<file path="config.mk">
export PLATFORM = sky130hd
export DESIGN_NAME = ks_pipe_adder
export DESIGN_NICKNAME = d
export VERILOG_FILES = /design/src/rtl/ks_pipe_adder.sv
export SDC_FILE = /design/constraint.sdc
export NUM_CORES = 1
export LEC_CHECK = 0
export BUFFER_PORTS_ARGS = -buffer_cell sky130_fd_sc_hd__buf_2
export CORE_ASPECT_RATIO = 1.2
export CORE_MARGIN = 4
export CORE_UTILIZATION = 60
export DETAILED_ROUTE_END_ITERATION = 8
export HOLD_SLACK_MARGIN = 0.02
export PLACE_DENSITY = 0.8
export SETUP_SLACK_MARGIN = 0.05
export SLEW_MARGIN = 25
export SYNTH_ARGS = -nofsm -noshare
export SYNTH_HDL_FRONTEND = slang
export SYNTH_SLANG_ARGS = --single-unit
</file>
<file path="constraint.sdc">
create_clock -name clk -period 12.64 [get_ports clk]
set_input_delay 1.896 -clock clk [delete_from_list [all_inputs] [get_ports clk]]
set_output_delay 1.896 -clock clk [all_outputs]
set_load 0.05 [all_outputs]
</file>
<file path="src/rtl/ks_pipe_adder.sv">
// ks_pipe_adder: pipelined Kogge-Stone adder/subtractor with valid/ready flow control.
// Prefix levels are grouped PIPE_EVERY per stage; the sum XOR is formed after the final register.
module ks_pipe_adder #(
  parameter int WIDTH      = 16,
  parameter int PIPE_EVERY = 1
) (
  input  logic             clk,
  input  logic             rst,
  input  logic             in_valid,
  output logic             in_ready,
  input  logic [WIDTH-1:0] x1,
  input  logic [WIDTH-1:0] x2,
  input  logic             cin,
  input  logic             sub,
  output logic             out_valid,
  input  logic             out_ready,
  output logic [WIDTH-1:0] s,
  output logic             cout,
  output logic             ovf,
  output logic [WIDTH-1:0] p_out,
  output logic [WIDTH-1:0] g_out
);
  localparam int LEVELS = $clog2(WIDTH);
  localparam int NS     = 1 + (LEVELS + PIPE_EVERY - 1) / PIPE_EVERY;

  logic             adv;
  logic [WIDTH-1:0] b_eff;
  logic [WIDTH-1:0] p_in;
  logic [WIDTH-1:0] g_in;
  logic             c0;

  // st_p/st_g/st_c0 ride along unchanged; st_gg/st_gp hold the prefix groups built so far.
  logic             st_v  [NS];
  logic             st_c0 [NS];
  logic [WIDTH-1:0] st_p  [NS];
  logic [WIDTH-1:0] st_g  [NS];
  logic [WIDTH-1:0] st_gg [NS];
  logic [WIDTH-1:0] st_gp [NS-1];

  // Combinational output of each prefix level; the last level needs no group propagate.
  logic [WIDTH-1:0] lvl_gg [1:LEVELS];
  logic [WIDTH-1:0] lvl_gp [1:LEVELS-1];

  logic [WIDTH-1:0] g_fin;

  assign adv      = ~out_valid | out_ready;
  assign in_ready = adv | rst;

  assign b_eff = sub ? ~x2 : x2;
  assign c0    = sub ? ~cin : cin;
  assign p_in  = x1 ^ b_eff;
  // Carry-in folded into bit 0 so G[i-1:0] is directly the carry into bit i.
  assign g_in  = (x1 & b_eff) | {{(WIDTH-1){1'b0}}, p_in[0] & c0};

  // NOTE: sequential state uses non-blocking assignments so every stage samples pre-edge values.
  always_ff @(posedge clk) begin
    if (rst) begin
      // NOTE: data registers are cleared along with the valids so every output reads 0 after reset.
      st_v[0]  <= 1'b0;
      st_c0[0] <= 1'b0;
      st_p[0]  <= '0;
      st_g[0]  <= '0;
      st_gg[0] <= '0;
      st_gp[0] <= '0;
    end else if (adv) begin
      st_v[0]  <= in_valid;
      st_c0[0] <= c0;
      st_p[0]  <= p_in;
      st_g[0]  <= g_in;
      st_gg[0] <= g_in;
      st_gp[0] <= p_in;
    end
  end

  for (genvar k = 0; k < LEVELS; k++) begin : g_level
    localparam int D = 1 << k;
    localparam logic [WIDTH-1:0] LOW_ONES = {WIDTH{1'b1}} >> (WIDTH - D);

    logic [WIDTH-1:0] src_g;
    logic [WIDTH-1:0] src_p;

    if (k % PIPE_EVERY == 0) begin : g_from_reg
      assign src_g = st_gg[k / PIPE_EVERY];
      assign src_p = st_gp[k / PIPE_EVERY];
    end else begin : g_from_comb
      assign src_g = lvl_gg[k];
      assign src_p = lvl_gp[k];
    end

    // Shifting in zeros (G) and ones (P) makes nodes below D pass through untouched.
    assign lvl_gg[k+1] = src_g | (src_p & (src_g << D));

    if (k + 1 < LEVELS) begin : g_prop
      assign lvl_gp[k+1] = src_p & ((src_p << D) | LOW_ONES);
    end
  end

  for (genvar j = 1; j < NS; j++) begin : g_stage
    localparam int LV_DONE = (j * PIPE_EVERY < LEVELS) ? j * PIPE_EVERY : LEVELS;

    always_ff @(posedge clk) begin
      if (rst) begin
        st_v[j]  <= 1'b0;
        st_c0[j] <= 1'b0;
        st_p[j]  <= '0;
        st_g[j]  <= '0;
        st_gg[j] <= '0;
      end else if (adv) begin
        st_v[j]  <= st_v[j-1];
        st_c0[j] <= st_c0[j-1];
        st_p[j]  <= st_p[j-1];
        st_g[j]  <= st_g[j-1];
        st_gg[j] <= lvl_gg[LV_DONE];
      end
    end

    if (j < NS - 1) begin : g_gp_reg
      always_ff @(posedge clk) begin
        if (rst) begin
          st_gp[j] <= '0;
        end else if (adv) begin
          st_gp[j] <= lvl_gp[LV_DONE];
        end
      end
    end
  end

  assign g_fin     = st_gg[NS-1];
  assign out_valid = st_v[NS-1];
  assign s         = st_p[NS-1] ^ {g_fin[WIDTH-2:0], st_c0[NS-1]};
  assign cout      = g_fin[WIDTH-1];
  assign ovf       = g_fin[WIDTH-1] ^ g_fin[WIDTH-2];
  assign p_out     = st_p[NS-1];
  assign g_out     = st_g[NS-1];

endmodule

</file>
==> flow_results.org, run 1 <==
** Power
- Switching part of the total power :: 0.209
- Pwr Density :: 140 nW/um^2
- Summed over all cells, the static leakage comes to 5.24 nW.
- Net Switching :: 0.000382 W
- Cell internal pwr :: 0.00144 W
- Sequential fraction of design power :: 0.557
- Of the total power, the clock network draws 0.383.
- The share of total power dissipated in combinational logic is 0.060.
- The worst-case IR drop observed on VDD is 86.8 uV.

** Setup path
- Capturing element type of the critical path :: output port
- Maximum single-stage delay on the critical path :: 0.52 ns
- Arr. time, crit path :: 3.54 ns
- Slowest cell on the critical path :: sky130_fd_sc_hd__nand2b_4
- Critical setup path kind :: in -> out
- The worst setup path is launched from an input port.
- Critical path data required time :: 10.74 ns
- Along the worst path, the maximum fanout reaches 103.
- Cells along the critical path :: buf_8, buf_16, nand2b_4, buf_2

** Clock tree
- TritonCTS created 25 clock buffers.
- H-tree level count :: 1
- Clock latency on the worst-skew pair :: 0.51 ns
- The tree built by TritonCTS fans out to 264 sinks.
- Cell at the root of the clock tree :: sky130_fd_sc_hd__clkbuf_16
- CTS hold repair buffers :: 0
- In this run the deepest clock path goes through 3 buffers.
- PostCTS Resize Cnt :: 0
- After clock tree synthesis, the clock-pin slew on the worst setup and hold paths is 0.06 ns.
- TritonCTS built the clock tree.
- Post-CTS timing repair inserted 0 buffers for setup.

** Logic synthesis
- The cell count after synthesis came out at 694.
- By area the synthesized netlist is led by sky130_fd_sc_hd__edfxtp_1, sky130_fd_sc_hd__nor3b_2, sky130_fd_sc_hd__nor3b_1.
- Number of nets produced by synthesis :: 748
- In this run, synthesis inferred 264 flip-flops with an integrated enable.
- Number of different library cells in the post-synthesis netlist :: 23
- Among all flip-flop cells after synthesis, the most frequent one is sky130_fd_sc_hd__edfxtp_1.
- Synth Area per Inst :: 17.0 um^2
- The mapped netlist covers 11800 um^2.
- The synthesized design contains 264 register bits.
- The Yosys step of the flow raised 0 warnings.
- Most common cell in the synthesized netlist :: sky130_fd_sc_hd__edfxtp_1
- The share of synthesized area in the top cell type comes to 0.670.
- For this run, the register share of the synthesized area comes to 0.670.
- The largest total area in the synthesized netlist belongs to sky130_fd_sc_hd__edfxtp_1.
- In the synthesized netlist the async set-or-reset flop fraction comes to 0.
- The commonest cells after synthesis are sky130_fd_sc_hd__edfxtp_1, sky130_fd_sc_hd__nor3b_2, sky130_fd_sc_hd__nor3b_1.

** Finish
- For this run, the post-layout net count is 812.
- Cell area after layout :: 13100 um^2
- Summing all multi-input logic gate instances after layout gives 3480 um^2.
- Layout area overhead :: 10.6%
- Count of placed standard cells in the final layout, fillers left out :: 1036
- Fraction of layout cells with a size suffix above 1 :: 0.374
- The filler cells instantiated in the layout total 1342.
- The number of antenna diodes in the final layout is 0.
- Total area of sequential cells :: 7930 um^2

** Detailed routing
- After detailed routing, the number of vias per cell comes to 5.64.
- Length of the first detailed-routing pass in iterations :: 4
- Average wire length per cell after detail routing :: 18.9 um
- For this run, design rule violations remaining after detail routing come to 0.
- For this block, the initial DRC count from the detailed router was 471.
- Vias :: 5847
- Post-route ant nets :: 0
- Wires add up to 19600 um.

** GRT
- Global-route wire length before repair :: 31400 um
- Entering global routing, the biggest net connects 196 pins.
- Summed over all layers, the global routing overflow is 0.
- met2 is the most crowded layer.
- The number of antenna violations at the first check in global routing came to 0.
- In the global route stage, met2 resource usage came out at 0.302.
- Total GRT Usage :: 0.179
- For met1 alone, demand over resource in global routing was 0.237.
- Via count of the first global-routing pass :: 5954
- In the global route stage, met3 resource usage came out at 0.0239.

** Floorplanning
- Width of the die :: 136 um
- 90 I/O pins were placed.
- Die boundary height :: 162 um
- Initial cell density of the core :: 0.607
- Number of standard-cell rows in the floorplan :: 56
- Total core area :: 19500 um^2
- The die covers 22000 um^2.

** Timing
- Worst clock skew on the final layout :: 0.00888 ns
- The hold violation count in the final report came to 0.
- Relative slew slack :: 0.324
- Tightest hold margin :: 0.563 ns
- Fraction of the cycle the final worst path needs :: 0.430
- For the pin with the worst max-slew slack, the measured transition is 1.01 ns.
- Final critical-path setup slack :: 7.21 ns
- Timing would allow up to 184 MHz.
- The final max-slew violation count is 0.
- Setup repair after global routing left no endpoint under its margin.
- Total negative slack for setup checks :: 0 ns
- Setup violations remaining at the end of the flow were counted as 0.
- After layout, the minimum clock period comes to 5.43 ns.

** Placed design
- Detailed placement ended at an HPWL of 12000 um.
- Instance count after placement with tap cells included :: 990
- Total cell area at the placement stage :: 12300 um^2
- Final weighted congestion in routability-driven placement :: 0.780
- Buffers added on ports :: 89
- Worst slack at placement :: 6.95 ns

** Min path
- Min-Delay Path Class :: reg -> reg

** Outcome
- The run finished with clean final reports.

** Job
- Across the run, the number of max-cap violations was 0.
==> critical path, delay by kind of cell <==
| kind | cells | cell delay, ns |
|---|---|---|
| buffers and inverters | 3 | 1.09 |
| AND/OR/NAND/NOR | 1 | 0.52 |
==> per-stage QoR <==
| step | util | total power [W] |
|---|---|---|
| floorplan | - | 0.00111 |
| global placement | 0.630 | 0.00114 |
| detailed placement | 0.630 | 0.00114 |
| CTS | 0.669 | 0.00184 |
| global route | 0.671 | 0.00189 |
| finish | 0.671 | 0.00183 |
==> kinds of logic after synthesis <==
kind of cell,after synthesis,synth area share
and+or+nand+nor,268,0.230
AOI/OAI and AO/OA,50,0.0220
adders and majority gates,16,0.0169
xor gates and xnor gates,34,0.0252
DFF,264,0.670
buffers and inverters,62,0.0356
==> area by class of cell <==
| class | count | area share |
|---|---|---|
| clock buffer | 32 | 0.0498 |
| timing repair buffer | 98 | 0.0440 |
| inverter | 1 | 0.000287 |
| sequential | 264 | 0.606 |
| clock inverter | 12 | 0.00832 |
| tap | 261 | 0.0250 |
| multi-input combinational | 368 | 0.266 |
==> final timing paths <==
check	start	to	slack, ns	depth (start not counted)
max	rst	in_ready	7.21	4
min	st_p[1][5]	st_p[2][5]	0.56	1
max reg2reg	st_v[4]	st_g[3][6]	9.31	5
min reg2reg	st_p[1][5]	st_p[2][5]	0.56	1
==> metal layers <==
metal	share of wire	vias up
met1	0.41	2867
li1	-	2807
met2	0.51	129
met5	0	-
met4	0.040	0
met3	0.041	44
==> layout by cell type (no fill, tap or decap), types with 6 or more instances in the layout <==
master / instances
sky130_fd_sc_hd__buf_2: 88
sky130_fd_sc_hd__clkbuf_16: 25
sky130_fd_sc_hd__clkbuf_1: 7
sky130_fd_sc_hd__nor4bb_1: 27
sky130_fd_sc_hd__ha_1: 16
sky130_fd_sc_hd__edfxtp_1: 264
sky130_fd_sc_hd__nor3b_2: 100
sky130_fd_sc_hd__xor2_1: 33
sky130_fd_sc_hd__nor3b_1: 79
sky130_fd_sc_hd__buf_4: 6
sky130_fd_sc_hd__nor3_2: 50
sky130_fd_sc_hd__a21oi_1: 49
sky130_fd_sc_hd__clkinv_2: 6
==> sequential cells by signal, summed over array words and instances, names as in the netlist <==
register and count:
st_g 77, st_gg 63, st_p 62, st_gp 52
st_c0 5, st_v 5
==> power by group through the flow <==
stage,clock network (W),logic [W],registers [W]
after floorplan,0,0.0000788,0.00103
after global placement,0,0.000106,0.00103
after detailed placement,0,0.000108,0.00104
after CTS,0.000711,0.000110,0.00102
after global routing,0.000749,0.000119,0.00102
final,0.000699,0.000109,0.00102
Power figures use the tool's default switching activity.
==> inputs of run 2 (changes only) <==
- CORE_UTILIZATION: 60 -> 54
- PLACE_DENSITY: 0.8 -> 0.76
- clock period: 12.64 -> 4.45 ns (I/O delays scaled with it)
==> run 2 against run 1 <==
Against the previous run: critical endpoint unchanged; final cell count is 0.58% higher; clock skew is 0.0025 ns higher; hold slack worse by 0.030 ns; non-clock buffer count is 2 lower.
==> flow_results.org, run 2 (synthesis results as in run 1) <==
** Outcome
- The flow ran to the end, and the final reports show no timing, DRC or antenna violations.

** Detailed routing
- The initial DRC count is 425 (-9.8%).
- # DRC :: 0 (unchanged)
- Post-route ant nets :: 0 (unchanged)
- Detailed Route WL :: 18900 um (-3.5%)
- The total number of vias came to 5731 (-2.0%).
- The detailed-route wire length per cell was 18.2 um (-4.1%).
- The ratio of routed vias to standard cells was 5.50 (-2.5%).
- Length of the first detailed-routing pass in iterations :: 4 (unchanged)

** Finish
- More flip-flops sit in one register than any other, and that register is st_g.
- Top flop regs :: st_g: 77 flops, st_gg: 63 flops, st_p: 62 flops
- The diode insertion count for antenna repair came to 0 (unchanged).
- Relative to the synthesized area, the layout overhead comes to 9.61%.
- Commonest cells after routing, fill and taps aside :: sky130_fd_sc_hd__edfxtp_1, sky130_fd_sc_hd__nor3b_2, sky130_fd_sc_hd__buf_2
- The net count reported at finish is 808 (-0.49%).
- The library cell used most frequently in the layout, excluding fill and tap cells, is sky130_fd_sc_hd__edfxtp_1.
- The fraction of layout instances using a drive strength above 1 is 0.366 (-0.00831).
- The post-layout instance area came to 13000 um^2 (-0.90%).
- Count of placed standard cells in the final layout, fillers left out :: 1042 (+0.58%)
- The number of flip-flops in the largest register was 77 (unchanged).

** Timing
- The relative slew slack is 0.217 (-0.107).
- Counting I/O delays and the setup requirement, the final critical path takes 2.74 ns.
- Setup-violating endpoint count in the final report :: 0 (unchanged)
- The slew at the pin closest to its max-slew limit was 1.17 ns (+0.160 ns).
- F_max :: 365 MHz
- The final hold slack came to 0.533 ns (-0.0295 ns).
- Hold Violations, Final :: 0 (unchanged)
- Worst clock skew on the final layout :: 0.0114 ns (+0.00249 ns)
- The final max-slew violation count came to 0 (unchanged).
- Unrepaired setup endpoints after global routing :: no
- Fraction of the cycle the final worst path needs :: 0.616
- The setup TNS after final layout was 0 ns (unchanged).

** Power
- The leakage power came to 5.17 nW (-1.3%).
- Pwr Density :: 381 nW/um^2 (+170%)
- VDD IR-drop max :: 249 uV (+190%)

** Setup path
- Endpoint of the worst-slack reg-to-reg timing path :: st_p[4][7]
- The data required time at the worst endpoint is 3.78 ns (-6.96 ns).
- Register-to-Register Setup Slack :: 2.54 ns (-6.77 ns)
- The critical path is of the in -> out type.
- The startpoint identified for the worst register-to-register timing path is st_v[4].
- The cell count of the worst reg-to-reg path is 3 (-2).
- Max FO, Critical Path :: 84 (-18%)
- The arrival time of the worst setup path came to 2.07 ns (-1.47 ns).
- STA classifies the critical path endpoint as an output port.
- Critical Path Start Type :: input port

** Min path
- Min-Delay Path Class :: in -> reg
- Hold Path Cell Cnt :: 2 (+1)
- In this run the most critical hold path is launched from in_valid.
- The path with the worst hold slack has its endpoint at st_v[0].

** Floorplanning
- Total Die Area :: 24300 um^2 (+10%)
- Initial cell density of the core :: 0.547 (-0.0604)
- The area of the core came to 21600 um^2 (+11%).
- Number of standard-cell rows in the floorplan :: 59 (+5.4%)
- The floorplan die height was 170 um (+5.1%).
- The chip width was 143 um (+5.1%).
- Number of ports placed on the die boundary :: 90 (unchanged)

** Clock tree
- Post-CTS Setup Repair Bufs :: 0 (unchanged)
- The maximum buffer depth of the clock tree came to 3 (unchanged).
- The tree is rooted in a sky130_fd_sc_hd__clkbuf_16.
- The total clock sinks is 264 (unchanged).
- The clock insertion delay at the later pin of the skew report came to 0.51 ns (about the same).
- The hold-fix buffer count after cts came to 0 (unchanged).
- Clock tree from TritonCTS :: yes
- The clock input transition at the sequential cells of the worst setup and hold paths is 0.06 ns (about the same).
- Cts bufs inserted :: 23 (-8.0%)
- The quantity of gates resized following cts is 0 (unchanged).
- H-tree level count :: 1 (unchanged)

** Placed design
- The HPWL after detailed placement was 11400 um (-4.6%).
- Instance count after placement with tap cells included :: 1003 (+1.3%)
- The cell area after placement is 12300 um^2 (+0.44%).
- The final weighted congestion in routability-driven placement came to 0.817 (+4.8%).
- Buffers added on ports :: 89 (unchanged)

** GRT
- Pin count of the biggest net entering global routing :: 183 (-6.6%)
- Overflow after GRT :: 0 (unchanged)
- Antenna violations before repair :: 0 (unchanged)
- Total GRT Usage :: 0.155 (-0.0240)
- Global-route wire length before repair :: 30700 um (-2.1%)
- The via count of the first global-routing pass was 5844 (-1.8%).

** Job
- Number of maximum-capacitance violations :: 0 (unchanged)
## run 2: per-stage QoR
stage               power, W   util  setup WS [ns]
floorplan            0.00315      -          0.792
global placement     0.00323  0.569           1.75
detailed placement   0.00324  0.569           1.68
finish               0.00494  0.599           1.71
global route         0.00513  0.599           1.63
CTS                  0.00499  0.599           1.71
## run 2: where the power goes
part / leakage, nW / switching, W / total, W / internal, W
clock network: 0.316 / 0.000810 / 0.00176 / 0.000947
logic: 1.65 / 0.000181 / 0.000306 / 0.000125
registers: 3.20 / 0.0000566 / 0.00288 / 0.00283
## run 2: how the worst max path moves through the flow
stage | endpoint | cells after the start | slack (ns) | from
6_report | in_ready | 3 | 1.71 | rst
2_1_floorplan | in_ready | 3 | 0.79 | st_v[4]
4_1_cts | in_ready | 3 | 1.71 | rst
3_5_place_dp | st_gg[3][10] | 3 | 1.68 | rst
3_3_place_gp | in_ready | 3 | 1.75 | rst
5_1_grt | in_ready | 3 | 1.63 | rst
## run 2: layer usage
layer  track usage  share of wire
met5             0              0
met4        0.0513          0.027
met3        0.0222          0.042
met2         0.258           0.50
met1         0.212           0.44
## run 2: area by class of cell
cell class	instances	area (um^2)
multi-input combinational	368	3480
fill	1618	8670
tap	274	343
clock buffer	29	598
timing repair buffer	96	558
sequential	264	7930
clock inverter	10	46.3
inverter	1	3.75
## run 2: critical path, cell delays in order
cell and delay (ns):
sky130_fd_sc_hd__buf_8 0.48, sky130_fd_sc_hd__nand2b_4 0.52, sky130_fd_sc_hd__buf_2 0.35
